$ cat src/rtl/uart_pkg.sv
// uart_pkg: shared definitions for the UART receive path.
//   - Baud codes (2-bit, shared with the transmit side).
//   - Oversampling factor and divisor helper: DIV = round(CLK_HZ / (baud * 16)).
//   - Receiver FSM state encoding.
package uart_pkg;

  localparam logic [1:0] BAUD_2400  = 2'b00;
  localparam logic [1:0] BAUD_4800  = 2'b01;
  localparam logic [1:0] BAUD_9600  = 2'b10;
  localparam logic [1:0] BAUD_19200 = 2'b11;

  localparam int unsigned OVERSAMPLE = 16;
  localparam int unsigned DEF_CLK_HZ = 6250000;

  // Rounded divisor for one oversample tick.
  function automatic int unsigned div_calc(input int unsigned clk_hz,
                                           input int unsigned baud);
    return (clk_hz + (baud * OVERSAMPLE) / 2) / (baud * OVERSAMPLE);
  endfunction

  // Reference divisors at the default 6.25 MHz clock: 163 / 81 / 41 / 20.
  localparam int unsigned DIV_2400  = div_calc(DEF_CLK_HZ, 2400);
  localparam int unsigned DIV_4800  = div_calc(DEF_CLK_HZ, 4800);
  localparam int unsigned DIV_9600  = div_calc(DEF_CLK_HZ, 9600);
  localparam int unsigned DIV_19200 = div_calc(DEF_CLK_HZ, 19200);

  typedef enum logic [2:0] {
    IDLE,
    START,
    DATA,
    PARITY,
    STOP,
    BREAK
  } rx_state_e;

endpackage

$ cat src/rtl/uart_rx_if.sv
// uart_rx_if: signal bundle between the UART receiver and its environment.
//   rx         serial input, idle high
//   baud_rate  2-bit baud code
//   data_out   received byte, stable while data_valid
//   data_valid holding register full
//   data_ack   consumer takes the byte
//   parity_err parity mismatch for data_out
//   frame_err  one-cycle pulse on a low stop bit
//   overrun    sticky: byte overwritten while data_valid
//   busy       receiver not idle
// master: the receiver side; slave: the line driver / byte consumer.
interface uart_rx_if;
  logic       rx;
  logic [1:0] baud_rate;
  logic [7:0] data_out;
  logic       data_valid;
  logic       data_ack;
  logic       parity_err;
  logic       frame_err;
  logic       overrun;
  logic       busy;

  modport master (
    input  rx, baud_rate, data_ack,
    output data_out, data_valid, parity_err, frame_err, overrun, busy
  );

  modport slave (
    output rx, baud_rate, data_ack,
    input  data_out, data_valid, parity_err, frame_err, overrun, busy
  );
endinterface

$ cat src/rtl/uart_os_tick.sv
// uart_os_tick: 16x oversampling tick generator.
//   clock      system clock
//   rst        synchronous active-high reset
//   en         run the divider; held at 0 while low
//   baud_rate  baud code, captured while en is low and frozen while en is high
//   tick       one-cycle pulse every DIV clocks while enabled
module uart_os_tick
  import uart_pkg::*;
#(
  parameter int unsigned CLK_HZ = 6250000
) (
  input  logic       clock,
  input  logic       rst,
  input  logic       en,
  input  logic [1:0] baud_rate,
  output logic       tick
);

  localparam logic [15:0] DM1_2400  = 16'(div_calc(CLK_HZ, 2400)  - 1);
  localparam logic [15:0] DM1_4800  = 16'(div_calc(CLK_HZ, 4800)  - 1);
  localparam logic [15:0] DM1_9600  = 16'(div_calc(CLK_HZ, 9600)  - 1);
  localparam logic [15:0] DM1_19200 = 16'(div_calc(CLK_HZ, 19200) - 1);

  logic [1:0]  baud_q;
  logic [15:0] cnt_q, cnt_d;
  logic [15:0] div_m1;

  always_comb begin
    unique case (baud_q)
      BAUD_2400:  div_m1 = DM1_2400;
      BAUD_4800:  div_m1 = DM1_4800;
      BAUD_9600:  div_m1 = DM1_9600;
      default:    div_m1 = DM1_19200;
    endcase
  end

  always_comb begin
    cnt_d = cnt_q;
    if (!en)                  cnt_d = '0;
    else if (cnt_q == div_m1) cnt_d = '0;
    else                      cnt_d = cnt_q + 16'd1;
  end

  assign tick = en && (cnt_q == div_m1);

  // The code tracks the input while idle, so the value present on the
  // enabling edge is the one held for the whole frame.
  always_ff @(posedge clock) begin
    if (rst) begin
      baud_q <= '0;
      cnt_q  <= '0;
    end else begin
      if (!en) baud_q <= baud_rate;
      cnt_q <= cnt_d;
    end
  end

endmodule

$ cat src/rtl/uart_rx.sv
// uart_rx: 8-bit asynchronous serial receiver, 16x oversampled.
// Frame: start, D0..D7 (LSB first), optional parity, one stop bit.
//   clock  system clock (rising edge)
//   rst    synchronous active-high reset
//   bus    uart_rx_if.master: rx/baud_rate/data_ack in;
//          data_out/data_valid/parity_err/frame_err/overrun/busy out
module uart_rx
  import uart_pkg::*;
#(
  parameter int unsigned CLK_HZ     = 6250000,
  parameter bit          PARITY_EN  = 1'b0,
  parameter bit          PARITY_ODD = 1'b0
) (
  input logic      clock,
  input logic      rst,
  uart_rx_if.master bus
);

  rx_state_e  state_q, state_d;
  logic       rx_meta_q, rx_s_q;
  logic [3:0] scnt_q, scnt_d;
  logic [2:0] bcnt_q, bcnt_d;
  logic [7:0] shift_q, shift_d;
  logic       perr_pend_q, perr_pend_d;
  logic [7:0] data_q, data_d;
  logic       valid_q, valid_d;
  logic       perr_q, perr_d;
  logic       fe_q, fe_d;
  logic       ovr_q, ovr_d;
  logic       load;
  logic       tick;

  uart_os_tick #(
    .CLK_HZ(CLK_HZ)
  ) u_tick (
    .clock     (clock),
    .rst       (rst),
    .en        (state_q != IDLE),
    .baud_rate (bus.baud_rate),
    .tick      (tick)
  );

  always_comb begin
    state_d     = state_q;
    scnt_d      = scnt_q;
    bcnt_d      = bcnt_q;
    shift_d     = shift_q;
    perr_pend_d = perr_pend_q;
    fe_d        = 1'b0;
    load        = 1'b0;

    unique case (state_q)
      IDLE: begin
        scnt_d = '0;
        bcnt_d = '0;
        if (!rx_s_q) state_d = START;
      end
      START: begin
        if (tick) begin
          if (scnt_q == 4'd7) begin
            scnt_d  = '0;
            state_d = rx_s_q ? IDLE : DATA;
          end else begin
            scnt_d = scnt_q + 4'd1;
          end
        end
      end
      DATA: begin
        if (tick) begin
          scnt_d = scnt_q + 4'd1;
          if (scnt_q == 4'd15) begin
            shift_d = {rx_s_q, shift_q[7:1]};
            bcnt_d  = bcnt_q + 3'd1;
            if (bcnt_q == 3'd7) state_d = PARITY_EN ? PARITY : STOP;
          end
        end
      end
      PARITY: begin
        if (tick) begin
          scnt_d = scnt_q + 4'd1;
          if (scnt_q == 4'd15) begin
            perr_pend_d = rx_s_q ^ (^shift_q) ^ PARITY_ODD;
            state_d     = STOP;
          end
        end
      end
      STOP: begin
        if (tick) begin
          scnt_d = scnt_q + 4'd1;
          if (scnt_q == 4'd15) begin
            if (rx_s_q) begin
              load    = 1'b1;
              state_d = IDLE;
            end else begin
              fe_d    = 1'b1;
              state_d = BREAK;
            end
          end
        end
      end
      BREAK: begin
        if (rx_s_q) state_d = IDLE;
      end
      default: state_d = IDLE;
    endcase
  end

  // Holding register. A completing byte always loads; an ack in the same
  // cycle consumes the old byte, so overrun is raised only without an ack.
  always_comb begin
    data_d  = data_q;
    valid_d = valid_q;
    perr_d  = perr_q;
    ovr_d   = ovr_q;
    if (load) begin
      data_d  = shift_q;
      perr_d  = PARITY_EN ? perr_pend_q : 1'b0;
      valid_d = 1'b1;
      if (valid_q && !bus.data_ack) ovr_d = 1'b1;
      else if (bus.data_ack)        ovr_d = 1'b0;
    end else if (bus.data_ack && valid_q) begin
      valid_d = 1'b0;
      ovr_d   = 1'b0;
    end
  end

  always_ff @(posedge clock) begin
    if (rst) begin
      state_q     <= IDLE;
      rx_meta_q   <= 1'b1;
      rx_s_q      <= 1'b1;
      scnt_q      <= '0;
      bcnt_q      <= '0;
      shift_q     <= '0;
      perr_pend_q <= 1'b0;
      data_q      <= '0;
      valid_q     <= 1'b0;
      perr_q      <= 1'b0;
      fe_q        <= 1'b0;
      ovr_q       <= 1'b0;
    end else begin
      state_q     <= state_d;
      rx_meta_q   <= bus.rx;
      rx_s_q      <= rx_meta_q;
      scnt_q      <= scnt_d;
      bcnt_q      <= bcnt_d;
      shift_q     <= shift_d;
      perr_pend_q <= perr_pend_d;
      data_q      <= data_d;
      valid_q     <= valid_d;
      perr_q      <= perr_d;
      fe_q        <= fe_d;
      ovr_q       <= ovr_d;
    end
  end

  assign bus.data_out   = data_q;
  assign bus.data_valid = valid_q;
  assign bus.parity_err = perr_q;
  assign bus.frame_err  = fe_q;
  assign bus.overrun    = ovr_q;
  assign bus.busy       = (state_q != IDLE);

endmodule

$ cat src/flat_wrapper.sv
// flat-port wrapper written by rule: the top's interface ports become plain ports
module uart_rx_flat import uart_pkg::*;
#(
  parameter int unsigned CLK_HZ     = 6250000,
  parameter bit          PARITY_EN  = 1'b0,
  parameter bit          PARITY_ODD = 1'b0
)
  (clock, rst, bus_rx, bus_baud_rate, bus_data_ack, bus_data_out, bus_data_valid, bus_parity_err, bus_frame_err, bus_overrun, bus_busy);
  uart_rx_if bus_i ();
  input logic clock;
  input logic rst;
  input wire logic [$bits(bus_i.rx)-1:0] bus_rx;
  input wire logic [$bits(bus_i.baud_rate)-1:0] bus_baud_rate;
  input wire logic [$bits(bus_i.data_ack)-1:0] bus_data_ack;
  output wire logic [$bits(bus_i.data_out)-1:0] bus_data_out;
  output wire logic [$bits(bus_i.data_valid)-1:0] bus_data_valid;
  output wire logic [$bits(bus_i.parity_err)-1:0] bus_parity_err;
  output wire logic [$bits(bus_i.frame_err)-1:0] bus_frame_err;
  output wire logic [$bits(bus_i.overrun)-1:0] bus_overrun;
  output wire logic [$bits(bus_i.busy)-1:0] bus_busy;
  assign bus_i.rx = bus_rx;
  assign bus_i.baud_rate = bus_baud_rate;
  assign bus_i.data_ack = bus_data_ack;
  assign bus_data_out = bus_i.data_out;
  assign bus_data_valid = bus_i.data_valid;
  assign bus_parity_err = bus_i.parity_err;
  assign bus_frame_err = bus_i.frame_err;
  assign bus_overrun = bus_i.overrun;
  assign bus_busy = bus_i.busy;
  uart_rx #(.CLK_HZ(CLK_HZ), .PARITY_EN(PARITY_EN), .PARITY_ODD(PARITY_ODD)) u_core (.clock(clock), .rst(rst), .bus(bus_i));
endmodule
$ cat config.mk
export PLATFORM = sky130hd
export DESIGN_NAME = uart_rx_flat
export DESIGN_NICKNAME = d
export VERILOG_FILES = /design/src/rtl/uart_pkg.sv /design/src/rtl/uart_rx_if.sv /design/src/rtl/uart_os_tick.sv /design/src/rtl/uart_rx.sv /design/src/flat_wrapper.sv
export SDC_FILE = /design/constraint.sdc
export NUM_CORES = 1
export LEC_CHECK = 0
export ABC_CLOCK_PERIOD_IN_PS = 7180
export CORE_ASPECT_RATIO = 1.75
export CORE_MARGIN = 2
export CORE_UTILIZATION = 30
export DETAILED_ROUTE_END_ITERATION = 8
export GPL_TIMING_DRIVEN = 0
export PLACE_DENSITY = 0.48
export SYNTH_ARGS = -nofsm -noshare
export SYNTH_HDL_FRONTEND = slang
export SYNTH_SLANG_ARGS = --single-unit
$ cat constraint.sdc
create_clock -name clock -period 7.18 [get_ports clock]
set_clock_uncertainty 0.2 [all_clocks]
set_input_delay 1.436 -clock clock [delete_from_list [all_inputs] [get_ports clock]]
set_output_delay 1.436 -clock clock [all_outputs]
set_load 0.01 [all_outputs]
==> out/metrics.cfg <==
[logic_synthesis]
synth_enable_flop_cells = 0
ys_types = 42
ys_seq_elements = 49
postSynthAreaPerCell_um2 = 8.87
ys_seq_area_share_pct = 42.5
synthArstFlopShare_pct = 0
synthCells = 260
yosys_warnings = 0
syn_nets = 275
synth_area_mm2 = 0.00231
ys.flop_type = dfxtp_1

[timing]
fin_crit_sh_pct = 53.3
rsz0062_at_grt = no
worst_slew_pin_slew_ns = 0.746
finalSetupViolations = 0
fmax_ghz = 0.261
slew_headroom_pct = 50.2
hold_violations = 0
maxSlewViolCount = 0
fin_tns_setup_ns = 0
min_period_ns = 3.83

[critical_path]
max_stage_delay_ns = 0.49
worst_ep_required_time_ns = 5.54
crit_path_top_delay_cell = clkdlybuf4s50_1
r2r_end = u_core.state_q[2]
r2r-start = u_core.u_tick.baud_q[0]
path_cells = clkbuf_1, or2_2, nor2_1, inv_1, clkdlybuf4s50_1
cp-endpoint = bus_busy
path_delay_family = simple AND/OR/NAND/NOR gates
reg2regPathDepth = 8
crit_start = u_core.state_q[0]
start_kind = flop
crit_cells = 5
path_buf_inv = 3
arrival_ns = 2.19
r2r_slack_ns = 4.12
crit_type = reg2out
critPathMaxFanout = 10
cp-end-kind = output pin

[floorplan]
initial_core_util_pct = 30.7
num_rows = 42
io_pins = 19
die-width_um = 70.3
dieArea_mm2 = 0.00844
fp.dieH_um = 120
coreArea_mm2 = 0.00751

[power_and_ir_drop]
ir_drop_mv = 0.122
power_density_mw_per_mm2 = 229
p_leak_nw = 1.03

[outcome]
status = finished clean

[route]
vias_per_cell = 4.95
ant_nets = 0
drt_wl_total_um = 5000
drc = 0
vias = 1840
wire_per_inst_um = 13.4
firstDrtPassIters = 4
detail_route.iter0.violations = 84

[clocking]
cts_hold_buf = 0
postCtsSetupRepairBufs = 0
clkTransAtPathRegs_ns = 0.07
clkSinkCount = 49
cts_buffers = 5
insertion_delay_ns = 0.29
cts_tree = yes
postCtsResizedCells = 0
cts_max_level = 2
clockBufferDepth = 2
cts_root_buf = clkbuf_16

[placed_design]
place_congestion = 0.787
port-buffer-count = 16
dp_cells = 364
dpl.hpwl_um = 3700

[global_route]
grt_antenna_before_repair = 0
grt_max_degree = 18
grt_usage_pct = 12.6
grt_pass1_wl_um = 8360
grt_pass1_vias = 1788
gr-total-overflow = 0

[min_path]
holdCritPathClass = reg2reg

[flow_run]
maxCapViolations = 0

[final_layout]
num-fill-cells = 801
area.sequential_um2 = 981
fin_nets = 298
area_growth_pct = 18.3
layout_commonest_cell = nor2_1
drive_above_1_share_pct = 7.04
final_cells = 372
multi_input_area_mm2 = 0.00125
antenna_cells = 0
final_cell_mix = nor2_1 (51), dfxtp_1 (49), mux2i_1 (18)

registers in the layout (all words and copies together) (netlist names):
signal / count
u_core.shift_q: 8
u_core.scnt_q: 4
u_core.bus.data_valid: 1
u_core.state_q: 3
u_core.bus.frame_err: 1
u_core.bus.overrun: 1
u_core.u_tick.cnt_q: 16
u_core.u_tick.baud_q: 2
u_core.bus.data_out: 8
u_core.rx_s_q: 1
u_core.bcnt_q: 3
u_core.rx_meta_q: 1
kinds of logic after synthesis:
group	count (synthesis)	share of synthesized area [%]
fa+ha+maj	10	5.31
compound gates	34	10.6
xor+xnor	20	7.59
mux	18	7.81
other cells	1	0.163
flops	49	42.5
simple gates	109	22.7
buf+inv	19	3.36
layout make-up:
type                       count  share of cell area (%)
buffer                        12                    1.88
clock buffer                   5                    4.59
sequential                    49                    35.9
clock inverter                 3                   0.963
multi-input combinational    192                    45.8
timing repair buffer          16                    5.87
inverter                       7                   0.963
tap                           88                    4.03
cells in the mapped netlist (2+ instances only):
| cell type | number | area (um^2) |
|---|---|---|
| xor2_1 | 8 | 70.1 |
| a21oi_1 | 7 | 35.0 |
| or2_2 | 5 | 31.3 |
| ha_1 | 9 | 113 |
| inv_1 | 7 | 26.3 |
| nand3b_1 | 2 | 15.0 |
| dfxtp_1 | 49 | 981 |
| or3_1 | 3 | 18.8 |
| nor4_1 | 5 | 31.3 |
| nand3_1 | 8 | 40.0 |
| nand2b_1 | 9 | 56.3 |
| or4_1 | 3 | 22.5 |
| mux2i_1 | 18 | 180 |
| nor2_1 | 51 | 191 |
| nand2_1 | 10 | 37.5 |
| a211o_1 | 2 | 17.5 |
| buf_2 | 2 | 10.0 |
| nor3_1 | 3 | 15.0 |
| o31ai_1 | 2 | 15.0 |
| o21ai_0 | 10 | 50.1 |
| clkbuf_1 | 9 | 33.8 |
| xnor2_1 | 12 | 105 |
| nand4_1 | 4 | 25.0 |
| and3_1 | 4 | 25.0 |
where the power goes:
group | switching (W) | internal, W | leakage [nW]
clock | 0.000110 | 0.000132 | 0.0680
combinational | 0.0000587 | 0.0000408 | 0.564
sequential | 0.00000501 | 0.000278 | 0.396
layer usage:
| metal | vias to the layer above | GRT usage, % | part of all wire [%] |
|---|---|---|---|
| li1 | 941 | - | - |
| met1 | 863 | 13.0 | 41 |
| met2 | 27 | 22.8 | 53 |
| met3 | 9 | 2.69 | 3.0 |
| met4 | 0 | 7.57 | 2.7 |
| met5 | - | 0 | 0 |
how the worst min path moves through the flow:
stage | end | from | cells past startpoint | slack [ns]
4_1_cts | u_core.rx_s_q | u_core.rx_meta_q | 1 | 0.22
3_5_place_dp | u_core.rx_s_q | u_core.rx_meta_q | 1 | 0.20
3_3_place_gp | u_core.rx_s_q | u_core.rx_meta_q | 1 | 0.20
5_1_grt | u_core.rx_s_q | u_core.rx_meta_q | 1 | 0.23
2_1_floorplan | u_core.rx_s_q | u_core.rx_meta_q | 1 | 0.19
6_report | u_core.rx_s_q | u_core.rx_meta_q | 1 | 0.21
metrics by stage:
| step | area, um^2 | hold WS, ns | power [W] | worst slack, ns | util [%] |
|---|---|---|---|---|---|
| final | 2730 | 0.212 | 0.000624 | 3.35 | 36.3 |
| after global routing | 2730 | 0.235 | 0.000657 | 3.21 | 36.3 |
| after CTS | 2730 | 0.216 | 0.000634 | 3.33 | 36.3 |
| after detailed placement | 2580 | 0.199 | 0.000389 | 3.66 | 34.3 |
| after global placement | 2580 | 0.197 | 0.000388 | 3.65 | 34.3 |
| after floorplan | 2310 | 0.189 | 0.000362 | 4.40 | - |
(Power assumes the default switching activity.)
